[src/rtl/piradspi_resp_framer_pkg.sv]
// rtl/piradspi_resp_framer_pkg.sv - shared types and constants for the SPI response framer
// Contents:
//   RESP_MAGIC      default response magic (header bits [31:16])
//   resp_hdr_t      {magic[15:0], pad[7:0], id[7:0]}
//   resp_trl_t      {nmagic[15:0], count[15:0]}
//   framer_state_t  IDLE / HEADER / DATA / TRAILER
//   make_hdr()      header word builder
package piradspi_resp_framer_pkg;

    localparam logic [15:0] RESP_MAGIC = 16'hA55A;

    typedef struct packed {
        logic [15:0] magic;
        logic [7:0]  pad;
        logic [7:0]  id;
    } resp_hdr_t;

    typedef struct packed {
        logic [15:0] nmagic;
        logic [15:0] count;
    } resp_trl_t;

    typedef enum logic [1:0] {
        ST_IDLE,
        ST_HEADER,
        ST_DATA,
        ST_TRAILER
    } framer_state_t;

    function automatic resp_hdr_t make_hdr(input logic [15:0] magic, input logic [7:0] id);
        resp_hdr_t h;
        h.magic = magic;
        h.pad   = 8'h00;
        h.id    = id;
        return h;
    endfunction

endpackage

[src/rtl/piradspi_resp_framer_if.sv]
// rtl/piradspi_resp_framer_if.sv - stream bundle between the framer and its environment
// Signals:
//   id_tvalid/id_tready/id_tdata                 command ID stream {empty_flag, id}
//   miso_tvalid/miso_tready/miso_tdata/miso_tlast MISO word stream from the SPI engine
//   resp_tvalid/resp_tready/resp_tdata/resp_tlast framed response stream to the host DMA
//   frame_done                                    pulse after the last frame word handshakes
// Modports:
//   master  framer side (sources the response stream)
//   slave   environment side (sources IDs and MISO words, sinks responses)
interface piradspi_resp_framer_if #(
    parameter int DATA_WIDTH = 32,
    parameter int ID_WIDTH   = 8
);
    logic                  id_tvalid;
    logic                  id_tready;
    logic [ID_WIDTH:0]     id_tdata;

    logic                  miso_tvalid;
    logic                  miso_tready;
    logic [DATA_WIDTH-1:0] miso_tdata;
    logic                  miso_tlast;

    logic                  resp_tvalid;
    logic                  resp_tready;
    logic [DATA_WIDTH-1:0] resp_tdata;
    logic                  resp_tlast;

    logic                  frame_done;

    modport master (
        input  id_tvalid, id_tdata,
        output id_tready,
        input  miso_tvalid, miso_tdata, miso_tlast,
        output miso_tready,
        output resp_tvalid, resp_tdata, resp_tlast,
        input  resp_tready,
        output frame_done
    );

    modport slave (
        output id_tvalid, id_tdata,
        input  id_tready,
        output miso_tvalid, miso_tdata, miso_tlast,
        input  miso_tready,
        input  resp_tvalid, resp_tdata, resp_tlast,
        output resp_tready,
        input  frame_done
    );

endinterface

[src/rtl/piradip_sync_fifo.sv]
// rtl/piradip_sync_fifo.sv - single-clock FIFO used as the command ID queue
// Ports:
//   clk, rst          clock, asynchronous active-high reset (pointers only)
//   wr_en, wr_data    push; caller only pushes when !full or popping in the same cycle
//   full              DEPTH entries held
//   rd_en, rd_data    pop; rd_data shows the head entry (first-word fall-through)
//   empty             no entries held
module piradip_sync_fifo #(
    parameter int WIDTH = 9,
    parameter int DEPTH = 4
) (
    input  logic             clk,
    input  logic             rst,
    input  logic             wr_en,
    input  logic [WIDTH-1:0] wr_data,
    output logic             full,
    input  logic             rd_en,
    output logic [WIDTH-1:0] rd_data,
    output logic             empty
);
    localparam int AW = $clog2(DEPTH);

    logic [WIDTH-1:0] mem [DEPTH];
    // Extra MSB distinguishes full from empty when the index bits match.
    logic [AW:0]      wr_ptr;
    logic [AW:0]      rd_ptr;

    assign empty   = (wr_ptr == rd_ptr);
    assign full    = (wr_ptr[AW] != rd_ptr[AW]) && (wr_ptr[AW-1:0] == rd_ptr[AW-1:0]);
    assign rd_data = mem[rd_ptr[AW-1:0]];

    always_ff @(posedge clk or posedge rst) begin
        if (rst) begin
            wr_ptr <= '0;
            rd_ptr <= '0;
        end else begin
            if (wr_en) wr_ptr <= wr_ptr + (AW+1)'(1);
            if (rd_en) rd_ptr <= rd_ptr + (AW+1)'(1);
        end
    end

    // Writing the slot being popped is safe: a full FIFO's write slot is the head,
    // and the head is read combinationally before the edge.
    always_ff @(posedge clk) begin
        if (wr_en) mem[wr_ptr[AW-1:0]] <= wr_data;
    end

endmodule

[src/rtl/piradspi_resp_framer.sv]
// rtl/piradspi_resp_framer.sv - wraps each SPI command's MISO words into a response frame
// Option macro: PIRADSPI_RESP_TRAILER_EN adds the {~MAGIC, count} trailer word.
// Ports:
//   aclk    clock
//   areset  asynchronous active-high reset
//   bus     piradspi_resp_framer_if.master: ID stream in, MISO stream in,
//           registered response stream out, frame_done pulse out
// Frame: header {MAGIC, 0, id}, the command's MISO words, optional trailer.
module piradspi_resp_framer
    import piradspi_resp_framer_pkg::*;
#(
    parameter int          DATA_WIDTH = 32,
    parameter int          ID_WIDTH   = 8,
    parameter int          ID_DEPTH   = 4,
    parameter logic [15:0] MAGIC      = RESP_MAGIC
) (
    input  logic              aclk,
    input  logic              areset,
    piradspi_resp_framer_if.master bus
);

`ifdef PIRADSPI_RESP_TRAILER_EN
    localparam bit TRAILER_EN = 1'b1;
`else
    localparam bit TRAILER_EN = 1'b0;
`endif

    framer_state_t         state;
    framer_state_t         state_nxt;

    logic                  fifo_full;
    logic                  fifo_empty;
    logic                  fifo_push;
    logic                  fifo_pop;
    logic [ID_WIDTH:0]     fifo_dout;
    logic                  id_tready;

    logic                  cur_empty;

    logic                  resp_tvalid;
    logic [DATA_WIDTH-1:0] resp_tdata;
    logic                  resp_tlast;
    logic                  frame_done;

    logic                  out_free;
    logic                  resp_hs;
    logic                  miso_tready;
    logic                  ld_hdr;
    logic                  ld_data;
    logic [DATA_WIDTH-1:0] hdr_word;

`ifdef PIRADSPI_RESP_TRAILER_EN
    logic                  ld_trl;
    logic                  clr_cnt;
    logic                  trl_loaded;
    logic [15:0]           cnt;
    resp_trl_t             trl;
    logic [DATA_WIDTH-1:0] trl_word;

    assign trl.nmagic = ~MAGIC;
    assign trl.count  = cnt;
    assign trl_word   = DATA_WIDTH'(trl);
`endif

    // The output register can take a new word when empty or when its word leaves now.
    assign out_free = !resp_tvalid || bus.resp_tready;
    assign resp_hs  = resp_tvalid && bus.resp_tready;
    assign hdr_word = DATA_WIDTH'(make_hdr(MAGIC, 8'(fifo_dout[ID_WIDTH-1:0])));

    // A pop in the same cycle frees a slot, so a full queue still accepts a push.
    assign id_tready = !fifo_full || fifo_pop;
    assign fifo_push = bus.id_tvalid && id_tready;

    assign bus.id_tready   = id_tready;
    assign bus.miso_tready = miso_tready;
    assign bus.resp_tvalid = resp_tvalid;
    assign bus.resp_tdata  = resp_tdata;
    assign bus.resp_tlast  = resp_tlast;
    assign bus.frame_done  = frame_done;

    piradip_sync_fifo #(
        .WIDTH (ID_WIDTH + 1),
        .DEPTH (ID_DEPTH)
    ) u_id_fifo (
        .clk     (aclk),
        .rst     (areset),
        .wr_en   (fifo_push),
        .wr_data (bus.id_tdata),
        .full    (fifo_full),
        .rd_en   (fifo_pop),
        .rd_data (fifo_dout),
        .empty   (fifo_empty)
    );

    always_comb begin
        state_nxt   = state;
        fifo_pop    = 1'b0;
        miso_tready = 1'b0;
        ld_hdr      = 1'b0;
        ld_data     = 1'b0;
`ifdef PIRADSPI_RESP_TRAILER_EN
        ld_trl      = 1'b0;
        clr_cnt     = 1'b0;
`endif
        case (state)
            ST_IDLE: begin
                if (!fifo_empty && out_free) begin
                    fifo_pop  = 1'b1;
                    ld_hdr    = 1'b1;
                    state_nxt = ST_HEADER;
                end
            end
            ST_HEADER: begin
                if (resp_hs) begin
                    if (!cur_empty) begin
                        state_nxt = ST_DATA;
                    end else begin
`ifdef PIRADSPI_RESP_TRAILER_EN
                        ld_trl    = 1'b1;
                        state_nxt = ST_TRAILER;
`else
                        state_nxt = ST_IDLE;
`endif
                    end
                end
            end
            ST_DATA: begin
                miso_tready = out_free;
                if (bus.miso_tvalid && out_free) begin
                    ld_data = 1'b1;
                    if (bus.miso_tlast) begin
`ifdef PIRADSPI_RESP_TRAILER_EN
                        state_nxt = ST_TRAILER;
`else
                        state_nxt = ST_IDLE;
`endif
                    end
                end
            end
`ifdef PIRADSPI_RESP_TRAILER_EN
            // Entered from DATA with the last data word possibly still in the output
            // register; the trailer is loaded once that word has gone.
            ST_TRAILER: begin
                if (trl_loaded) begin
                    if (resp_hs) begin
                        clr_cnt   = 1'b1;
                        state_nxt = ST_IDLE;
                    end
                end else if (out_free) begin
                    ld_trl = 1'b1;
                end
            end
`endif
            default: state_nxt = ST_IDLE;
        endcase
    end

    always_ff @(posedge aclk or posedge areset) begin
        if (areset) begin
            state     <= ST_IDLE;
            cur_empty <= 1'b0;
        end else begin
            state <= state_nxt;
            if (fifo_pop) cur_empty <= fifo_dout[ID_WIDTH];
        end
    end

`ifdef PIRADSPI_RESP_TRAILER_EN
    always_ff @(posedge aclk or posedge areset) begin
        if (areset) begin
            cnt        <= '0;
            trl_loaded <= 1'b0;
        end else begin
            if (clr_cnt) begin
                cnt <= '0;
            end else if (ld_data && cnt != 16'hFFFF) begin
                cnt <= cnt + 16'd1;
            end
            if (clr_cnt) begin
                trl_loaded <= 1'b0;
            end else if (ld_trl) begin
                trl_loaded <= 1'b1;
            end
        end
    end
`endif

    // Loads only happen when out_free, so a stalled word is never overwritten.
    always_ff @(posedge aclk or posedge areset) begin
        if (areset) begin
            resp_tvalid <= 1'b0;
            resp_tdata  <= '0;
            resp_tlast  <= 1'b0;
            frame_done  <= 1'b0;
        end else begin
            frame_done <= resp_hs && resp_tlast;
            if (ld_hdr) begin
                resp_tvalid <= 1'b1;
                resp_tdata  <= hdr_word;
                resp_tlast  <= !TRAILER_EN && fifo_dout[ID_WIDTH];
            end else if (ld_data) begin
                resp_tvalid <= 1'b1;
                resp_tdata  <= bus.miso_tdata;
                resp_tlast  <= !TRAILER_EN && bus.miso_tlast;
`ifdef PIRADSPI_RESP_TRAILER_EN
            end else if (ld_trl) begin
                resp_tvalid <= 1'b1;
                resp_tdata  <= trl_word;
                resp_tlast  <= 1'b1;
`endif
            end else if (resp_hs) begin
                resp_tvalid <= 1'b0;
                resp_tlast  <= 1'b0;
            end
        end
    end

endmodule

[src/flat_wrapper.sv]
// flat-port wrapper written by rule: the top's interface ports become plain ports
module piradspi_resp_framer_flat import piradspi_resp_framer_pkg::*;
#(
    parameter int          DATA_WIDTH = 32,
    parameter int          ID_WIDTH   = 8,
    parameter int          ID_DEPTH   = 4,
    parameter logic [15:0] MAGIC      = RESP_MAGIC
)
  (aclk, areset, bus_id_tvalid, bus_id_tdata, bus_id_tready, bus_miso_tvalid, bus_miso_tdata, bus_miso_tlast, bus_miso_tready, bus_resp_tvalid, bus_resp_tdata, bus_resp_tlast, bus_resp_tready, bus_frame_done);
  piradspi_resp_framer_if #(.DATA_WIDTH(DATA_WIDTH), .ID_WIDTH(ID_WIDTH)) bus_i ();
  input  logic aclk;
  input  logic areset;
  input wire logic [$bits(bus_i.id_tvalid)-1:0] bus_id_tvalid;
  input wire logic [$bits(bus_i.id_tdata)-1:0] bus_id_tdata;
  output wire logic [$bits(bus_i.id_tready)-1:0] bus_id_tready;
  input wire logic [$bits(bus_i.miso_tvalid)-1:0] bus_miso_tvalid;
  input wire logic [$bits(bus_i.miso_tdata)-1:0] bus_miso_tdata;
  input wire logic [$bits(bus_i.miso_tlast)-1:0] bus_miso_tlast;
  output wire logic [$bits(bus_i.miso_tready)-1:0] bus_miso_tready;
  output wire logic [$bits(bus_i.resp_tvalid)-1:0] bus_resp_tvalid;
  output wire logic [$bits(bus_i.resp_tdata)-1:0] bus_resp_tdata;
  output wire logic [$bits(bus_i.resp_tlast)-1:0] bus_resp_tlast;
  input wire logic [$bits(bus_i.resp_tready)-1:0] bus_resp_tready;
  output wire logic [$bits(bus_i.frame_done)-1:0] bus_frame_done;
  assign bus_i.id_tvalid = bus_id_tvalid;
  assign bus_i.id_tdata = bus_id_tdata;
  assign bus_id_tready = bus_i.id_tready;
  assign bus_i.miso_tvalid = bus_miso_tvalid;
  assign bus_i.miso_tdata = bus_miso_tdata;
  assign bus_i.miso_tlast = bus_miso_tlast;
  assign bus_miso_tready = bus_i.miso_tready;
  assign bus_resp_tvalid = bus_i.resp_tvalid;
  assign bus_resp_tdata = bus_i.resp_tdata;
  assign bus_resp_tlast = bus_i.resp_tlast;
  assign bus_i.resp_tready = bus_resp_tready;
  assign bus_frame_done = bus_i.frame_done;
  piradspi_resp_framer #(.DATA_WIDTH(DATA_WIDTH), .ID_WIDTH(ID_WIDTH), .ID_DEPTH(ID_DEPTH), .MAGIC(MAGIC)) u_core (.aclk(aclk), .areset(areset), .bus(bus_i));
endmodule
[config.mk]
export PLATFORM = sky130hd
export DESIGN_NAME = piradspi_resp_framer_flat
export DESIGN_NICKNAME = d
export VERILOG_FILES = /design/src/rtl/piradspi_resp_framer_pkg.sv /design/src/rtl/piradspi_resp_framer_if.sv /design/src/rtl/piradip_sync_fifo.sv /design/src/rtl/piradspi_resp_framer.sv /design/src/flat_wrapper.sv
export SDC_FILE = /design/constraint.sdc
export NUM_CORES = 1
export LEC_CHECK = 0
export CORE_ASPECT_RATIO = 1.4
export CORE_UTILIZATION = 45
export CTS_CLUSTER_DIAMETER = 40
export CTS_CLUSTER_SIZE = 16
export DETAILED_ROUTE_END_ITERATION = 8
export MAX_ROUTING_LAYER = met4
export PLACE_DENSITY = 0.79
export SLEW_MARGIN = 20
export SYNTH_ARGS = -nofsm -noshare
export SYNTH_HDL_FRONTEND = slang
export SYNTH_SLANG_ARGS = --single-unit
[constraint.sdc]
create_clock -name aclk -period 2 [get_ports aclk]
set_input_delay 0.4 -clock aclk [delete_from_list [all_inputs] [get_ports aclk]]
set_output_delay 0.4 -clock aclk [all_outputs]
set_load 0.05 [all_outputs]
Yosys cells after proc, flatten, opt, wreduce, memory -nomap -nowiden:

Memory sizes are Yosys's and may differ from the RTL's.
Index checks and enable logic that the tools add are counted.
W data, S select, Z words.

* bits in read-only memories: 0
* latch bits: 0
* output and inout bits: 37
* memory bits (writable): 36
* flip-flop bits (word level): 44
* word-level logic and storage cells: 55
* input port bits: 47
* memories: 1

* order comparisons: 0
* $mul: 0
* add/sub/neg operators: 2
* div/mod/pow operators: 0
* bitwise operators: 0
* equality and inequality tests: 9
* reductions and logical operators: 15
* shift operators: 0
* muxes and demuxes: 20

Memory list
* u_core.u_id_fifo.mem: words 4, width 9, rd ports 1, clocked after memory_dff 0, write ports 1, RTL line piradip_sync_fifo.sv:23 `logic [WIDTH-1:0] mem [DEPTH];`

Operators with widths (number)
* $mux W32: 2
* $mux W1: 12
* $mux W2: 5
* $add A3 B1 Y3 const B: 2
* $logic_and A1 B1 Y1: 6
* $ne A2 B1 Y1 const B: 3
* $pmux W2 S3: 1
* $reduce_and A4 Y1: 1
* $eq A3 B3 Y1: 1
* $logic_not A1 Y1: 3
* $reduce_bool A3 Y1: 1
* $eq A2 B1 Y1 const B: 1
* $eq A2 B2 Y1: 1
* $eq A2 B2 Y1 const B: 1
* $logic_not A2 Y1: 1
* $logic_or A1 B1 Y1: 2
* $ne A2 B2 Y1 const B: 1
* $reduce_bool A2 Y1: 1
* $ne A1 B1 Y1: 1

Longest topological paths before layout:

Gate-level depths: netlist of run 1.

* word-level depth: 9
* mapped depth: 7
* depth with buffers taken out: 4

Hierarchy:

From an unflattened synthesis of run 1, not the netlist that was laid out.

* cells, all modules: 203
* area, all modules: 3244.4 um2

Modules (own cells, without submodules)
* piradip_sync_fifo: area an instance 1650.3 um2, cells each 78, seq. area each 1231.2 um2, instances 1
* piradspi_resp_framer: area an instance 1594.0 um2, cells each 125, seq. area each 950.9 um2, instances 1

Worst setup path after synthesis of run 1:

No wires, ideal clock.

* path type: register to output
* from: reg u_core.resp_tvalid, in the netlist u_core.bus.resp_tvalid
* to: out bus_id_tready
* arrival time: 1.535 ns
* buffers on the path: 1
* required time: 1.600 ns
* stages on the path, launching flop included: 5
* slack: 0.065 ns
* cell sequence: dfrtp_1 nand2b_1 buf_2 a2111oi_4 inv_1

* cells in the longest elaborated chain, start to end: 6

Ends and longest elaborated chain
* start: declaration: RTL line piradspi_resp_framer.sv:40 `logic resp_tvalid;`
* start signal: assignment: RTL line piradspi_resp_framer.sv:191 `resp_tvalid <= 1'b0;`
* start signal: assignment: RTL line piradspi_resp_framer.sv:198 `resp_tvalid <= 1'b1;`
* start signal: assignment: RTL line piradspi_resp_framer.sv:202 `resp_tvalid <= 1'b1;`
* $logic_not A1 Y1: RTL line piradspi_resp_framer.sv:66 `assign out_free = !resp_tvalid || bus.resp_tready;`
* $logic_or A1 B1 Y1: RTL line piradspi_resp_framer.sv:66
* $logic_and A1 B1 Y1: RTL line piradspi_resp_framer.sv:107 `if (!fifo_empty && out_free) begin`
* $mux W1: RTL line piradspi_resp_framer.sv:107
* $mux W1: RTL line piradspi_resp_framer.sv:105 `case (state)`
* $logic_or A1 B1 Y1: RTL line piradspi_resp_framer.sv:71 `assign id_tready = !fifo_full || fifo_pop;`
* end: declaration: RTL line flat_wrapper.sv:15 `output wire logic [$bits(bus_i.id_tready)-1:0] bus_id_tready;`

Every way passes these cells.

Final worst setup path of run 1:

* from: reg u_core.resp_tdata[4], in the netlist u_core.bus.resp_tdata[4]
* to: out bus_resp_tdata[4]

RTL lines
* start: declaration: RTL line piradspi_resp_framer.sv:41 `logic [DATA_WIDTH-1:0] resp_tdata;`
* start signal: assignment: RTL line piradspi_resp_framer.sv:199 `resp_tdata <= hdr_word;`
* start signal: assignment: RTL line piradspi_resp_framer.sv:203 `resp_tdata <= bus.miso_tdata;`
* end: declaration: RTL line flat_wrapper.sv:21 `output wire logic [$bits(bus_i.resp_tdata)-1:0] bus_resp_tdata;`

No word-level cell between the ends.

==> results of run 1 <==
-- power groups by stage --
stage	sequential (mW)	clock, mW	combinational [mW]
after floorplan	2.00	0	0.345
final	1.99	1.36	0.611
after global placement	2.02	0	0.553
after global routing	2.01	1.46	0.671
after CTS	2.00	1.39	0.600
after detailed placement	2.03	0	0.576
-- cells in the mapped netlist, drive strengths merged --
cell type,count
nor4,1
nor2b,2
nor2,11
a21oi,16
buf,11
clkbuf,4
a221o,1
nand2b,1
nand3,11
mux4,9
ha,5
mux2,2
a31oi,8
xor2,3
dfrtp,44
a2111oi,1
edfxtp,36
o311a,1
and2,5
inv,4
xnor2,5
nand2,73
a21o,1
o21ai,2
o311ai,1
a211oi,2
and3,3
-- final cells by class --
cell class              instances  area share (%)
flip-flops and latches         80           46.77
multi-input cells             164           23.37
repair buffers                103           22.01
clock buffers                   9           2.651
well taps                      95           2.544
clock inverters                 7           2.329
inverters                       4          0.3213
-- state kept, by name, indices dropped and copies added, names as in the netlist --
register,cells
u_core.u_id_fifo.mem,36
u_core.bus.resp_tdata,32
u_core.u_id_fifo.rd_ptr,3
u_core.u_id_fifo.wr_ptr,3
u_core.state,2
u_core.bus.frame_done,1
u_core.bus.resp_tlast,1
u_core.bus.resp_tvalid,1
u_core.cur_empty,1
-- through the flow --
stage	setup WS, ns	utilization (%)	power, mW	hold WS (ns)	instances
2_1_floorplan	0.06528	-	2.346	0.4420	263
3_3_place_gp	-0.1113	61.98	2.572	0.4701	441
3_5_place_dp	-0.1249	61.98	2.607	0.4747	441
4_1_cts	-0.0002172	65.53	3.990	0.3622	458
5_1_grt	-0.007014	66.08	4.140	0.3921	462
6_report	0.05351	66.08	3.964	0.3697	462
-- cells by family after synthesis --
group / Yosys count / share of synthesized area, %
compound gates: 33 / 6.569
xor+xnor: 8 / 2.553
fa+ha+maj: 5 / 1.877
buf+inv: 19 / 2.702
flops: 80 / 65.47
mux: 11 / 7.320
simple gates: 107 / 13.51
-- repair_timing --
action / CTS / global route
gates resized for setup: 7 / 6
buffers inserted: 1 / 4
hold buffers: 0 / 0
pin swaps: 1 / 0
setup endpoints to repair: 3 / 20
-- final timing paths --
check,endpoint,depth (start not counted),slack [ns]
min in group aclk,u_core.state[0]$_DFFE_PP0P_,1,0.49
worst min-delay path,u_core.bus.resp_tdata[13]$_DFFE_PP0P_,2,0.37
worst max-delay path,bus_resp_tdata[4],1,0.05
worst min register to register,u_core.state[0]$_DFFE_PP0P_,1,0.49
worst max register to register,u_core.bus.resp_tlast$_DFFE_PP0P_,5,0.19
max in group asynchronous,u_core.u_id_fifo.wr_ptr[1]$_DFFE_PP0P_,3,1.13
-- metal layers --
layer / global-route usage, % / part of all wire [%]
met1: 22.87 / 40
met2: 31.92 / 53
met3: 4.280 / 4.3
met4: 10.38 / 2.5
met5: - / 0
==> flow_metrics.py, run 1 <==
metrics = {
    "floorplan": {
        "die_h_um": 103.8,
        "core.rowCount": 36,
        "start_util_pct": 47.13,
        "ios": 84,
        "core_area_um2": 7072,
        "fp.dieW_um": 74.74,
        "dieArea_um2": 7760,
    },
    "critical_path": {
        "cp_max_fo": 2,
        "startpoint": "u_core.bus.resp_tdata[4]$_DFFE_PP0P_",
        "endpoint_kind": "output pin",
        "r2r_start": "u_core.u_id_fifo.rd_ptr[0]$_DFFE_PP0P_",
        "path_buf_inv": 1,
        "crit_path_top_delay_cell": "clkdlybuf4s50_1",
        "cp_top_family": "buffers and inverters",
        "worstPathRequired_ns": 1.60,
        "crit_type": "flip-flop to output pin",
        "max_stage_delay_ns": 0.83,
        "start_kind": "flip-flop",
        "crit_arrival_ns": 1.55,
        "path_cells": "clkdlybuf4s50_1",
    },
    "cells_and_area": {
        "mostFrequentLayoutCell": "clkdlybuf4s50_1",
        "multi_input_area_um2": 1092,
        "nNetsFinal": 414,
        "fin_area_um2": 4673,
        "final_cell_mix": "77 x clkdlybuf4s50_1, 73 x nand2_1, 41 x dfrtp_1",
        "synthToLayoutAreaGrowth_pct": 40.20,
        "fill_cells": 531,
        "drive_gt1_share_pct": 16.35,
        "layout.area.seq_um2": 2186,
        "diodes": 0,
    },
    "logic_synthesis": {
        "syn_area_per_cell_um2": 12.67,
        "synth_area_um2": 3333,
        "yosysSeqAreaShare_pct": 65.47,
        "synthCells": 263,
        "synthDistinctLibCells": 34,
        "synth_top_area_cell": "dfrtp_1",
        "synthesis.nets": 315,
        "synth_seq_cells": 80,
        "ys_warn_count": 0,
        "synth.top_cell.area_share_pct": 33.03,
        "synth_area_leaders": "dfrtp_1 33%, edfxtp_1 32%, nand2_1 8.2%",
    },
    "timing": {
        "clock_skew_ns": 0.006966,
        "max-slew-margin-rel_pct": 64.52,
        "rsz0062_at_grt": "yes",
        "setup_viol": 0,
        "fin_crit_sh_pct": 97.32,
        "tns_ns": 0,
        "max_freq_mhz": 513.7,
        "hold_viol": 0,
        "tightest_slew_ns": 0.5305,
        "period_minus_slack_ns": 1.946,
        "drv_slew": 0,
    },
    "cts": {
        "clk_latency_ns": 0.35,
        "cts_buffer_depth": 2,
        "numCtsBuffers": 9,
        "cts.clk_slew.worst_paths_ns": 0.09,
        "h-tree-depth": 3,
        "cts_tree": "yes",
        "root_buffer": "clkbuf_8",
        "cts_sinks": 80,
    },
    "placement": {
        "hpwl_um": 4968,
        "buffer_ports.inserted": 83,
        "place_congestion": 0.7978,
        "placedInstanceArea_um2": 4383,
    },
    "global_route": {
        "grt_use_total_pct": 19.90,
        "grt_overflow": 0,
        "grt_pass1_wl_um": 11070,
        "antenna_found_initial": 0,
        "grt_pass1_vias": 2381,
        "grt_max_degree": 26,
    },
    "min_path": {
        "hp-class": "input pin to async pin",
    },
    "pwr": {
        "power_frac_comb_pct": 15.4,
        "leakagePower_nw": 1.929,
        "power.share.switching_pct": 25.67,
        "pwr-share-seq_pct": 50.3,
        "clockPowerShare_pct": 34.3,
        "p_int_mw": 2.947,
        "p_per_area_nw_per_um2": 848.3,
        "power_switching_mw": 1.018,
        "ir_drop_v": 0.0007969,
    },
    "run": {
        "maxCapViolCount": 0,
    },
    "run_status": {
        "status": "completed",
    },
    "route": {
        "first_pass_iters": 4,
        "avgRoutedWirePerCell_um": 14.61,
        "num_vias": 2300,
        "routed_wl_um": 6751,
        "drt_iter0_markers": 75,
        "antenna_left": 0,
        "drc": 0,
        "via_per_inst": 4.978,
    },
}
No activity file was read; power rests on OpenSTA's default activity.
==> run 2: changes to the inputs <==
Settings changed: CORE_MARGIN set to 3, TNS_END_PERCENT set to 20.
==> run 2 against run 1 <==
Effect of this change:
- sequential share of layout area rose by 0.67 points
- cell area fell by 1.5%
- clock power fell by 14%
- combinational power barely moved
- sequential cell count did not move
- worst hold slack improved by 0.0086 ns
- final cell count fell by 0.43%
- die area rose by 9.4%
- wire length rose by 10%
- maximum frequency fell by 0.51%
- sequential power barely moved
- critical path depth did not move
- largest cell class unchanged
==> flow_metrics.py, run 2 (same netlist as run 1, synthesis figures left out) <==
metrics = {
    "timing": {
        "setup_ws_ns": 0.04362,
        "drv_slew": 0,
        "max-slew-margin-rel_pct": 63.14,
        "rsz0062_at_grt": "yes",
        "period_minus_slack_ns": 1.956,
        "tightest_slew_ns": 0.5511,
        "fin_crit_sh_pct": 97.82,
        "hold_viol": 0,
        "holdWs_ns": 0.3783,
        "max_freq_mhz": 511.1,
        "tns_ns": 0,
        "setup_viol": 0,
        "clock_skew_ns": 0.01262,
    },
    "global_route": {
        "antenna_found_initial": 0,
        "grt_overflow": 0,
        "grt_pass1_wl_um": 11810,
        "grt_pass1_vias": 2504,
        "grt_max_degree": 26,
        "grt_use_total_pct": 18.82,
    },
    "pwr": {
        "ir_drop_v": 0.0006546,
        "power.total_mw": 3.773,
        "p_per_area_nw_per_um2": 819.8,
        "leakagePower_nw": 1.874,
    },
    "cells_and_area": {
        "layout.area.seq_um2": 2183,
        "synthToLayoutAreaGrowth_pct": 38.06,
        "final_cell_mix": "78 x clkdlybuf4s50_1, 73 x nand2_1, 43 x dfrtp_1",
        "fin_area_um2": 4602,
        "diodes": 0,
        "nNetsFinal": 412,
        "multi_input_area_um2": 1090,
        "largest_reg_flops": 36,
        "fill_cells": 538,
        "mostFrequentLayoutCell": "clkdlybuf4s50_1",
        "drive_gt1_share_pct": 15.34,
    },
    "floorplan": {
        "core_area_um2": 7072,
        "dieArea_um2": 8490,
        "start_util_pct": 47.13,
        "die_h_um": 107.8,
        "fp.dieW_um": 78.74,
        "ios": 84,
        "core.rowCount": 36,
    },
    "critical_path": {
        "max_stage_delay_ns": 0.85,
        "crit_path_top_delay_cell": "clkdlybuf4s50_1",
        "path_buf_inv": 1,
        "cp_top_family": "buffers and inverters",
        "path_cells": "clkdlybuf4s50_1",
        "cp_max_fo": 2,
        "crit_type": "flip-flop to output pin",
        "start_kind": "flip-flop",
        "crit_arrival_ns": 1.56,
        "endpoint_kind": "output pin",
        "worstPathRequired_ns": 1.60,
    },
    "route": {
        "wl_met1_um": 2805,
        "num_vias": 2414,
        "routed.top_layer": "met4",
        "wl_met3_um": 371,
        "avgRoutedWirePerCell_um": 16.19,
        "first_pass_iters": 4,
        "met2_length_um": 4063,
        "drt_iter0_markers": 187,
        "via_per_inst": 5.248,
        "routed_wl_um": 7449,
        "antenna_left": 0,
        "drc": 0,
    },
    "placement": {
        "buffer_ports.inserted": 83,
        "place_congestion": 0.7983,
        "placedInstanceArea_um2": 4380,
        "pre_cts_slack_ns": -0.1998,
        "hpwl_um": 5559,
    },
    "cts": {
        "numCtsBuffers": 9,
        "cts_buffer_depth": 2,
        "cts.clk_slew.worst_paths_ns": 0.08,
        "cts_tree": "yes",
        "clk_latency_ns": 0.34,
        "h-tree-depth": 3,
        "root_buffer": "clkbuf_8",
        "cts_sinks": 80,
        "ctsHoldBuffers": 0,
    },
    "run": {
        "maxCapViolCount": 0,
    },
    "min_path": {
        "hp-class": "input pin to async pin",
    },
    "run_status": {
        "status": "completed",
    },
}
run 2: power breakdown:
part / switching (mW) / total (mW) / internal, mW
clock network: 0.556 / 1.17 / 0.611
logic: 0.321 / 0.613 / 0.292
registers: 0.0802 / 1.99 / 1.91
run 2: worst paths after layout:
kind / depth (start not counted) / end / slack, ns / from
hold reg to reg: 2 / u_core.bus.resp_tdata[29]$_DFFE_PP0P_ / 0.49 / u_core.bus.resp_tdata[29]$_DFFE_PP0P_
hold / removal: 2 / u_core.bus.resp_tdata[11]$_DFFE_PP0P_ / 0.38 / areset
max in group asynchronous: 3 / u_core.u_id_fifo.rd_ptr[2]$_DFFE_PP0P_ / 1.11 / areset
min in group aclk: 2 / u_core.bus.resp_tdata[29]$_DFFE_PP0P_ / 0.49 / u_core.bus.resp_tdata[29]$_DFFE_PP0P_
setup / recovery: 1 / bus_resp_tdata[25] / 0.04 / u_core.bus.resp_tdata[25]$_DFFE_PP0P_
setup reg to reg: 5 / u_core.u_id_fifo.mem[1][7]$_DFFE_PP_ / 0.14 / u_core.u_id_fifo.wr_ptr[1]$_DFFE_PP0P_
run 2: area by class of cell:
type                            count  share of cell area (%)
Multi-Input combinational cell    164                   23.68
Inverter                            4                  0.3263
Tap cell                           95                   2.583
Timing Repair Buffer              101                   21.64
Clock buffer                       11                   3.072
Sequential cell                    80                   47.44
Clock inverter                      5                   1.251
run 2: timing repair:
item / in CTS / in global routing
pin swaps: 1 / 0
endpoints found under the setup margin: 1 / 10
resized for setup: 5 / 2
buffers inserted: 1 / 0
run 2: stage by stage:
step / utilization, % / cells
5_1_grt: 65.07 / 460
2_1_floorplan: - / 263
3_3_place_gp: 61.94 / 443
4_1_cts: 65.04 / 460
6_report: 65.07 / 460
3_5_place_dp: 61.94 / 443
run 2: routing by layer:
metal | vias up | track usage [%]
met4 | 0 | 9.125
met1 | 1193 | 20.23
met5 | - | -
met2 | 86 | 32.75
met3 | 20 | 4.020
li1 | 1115 | -
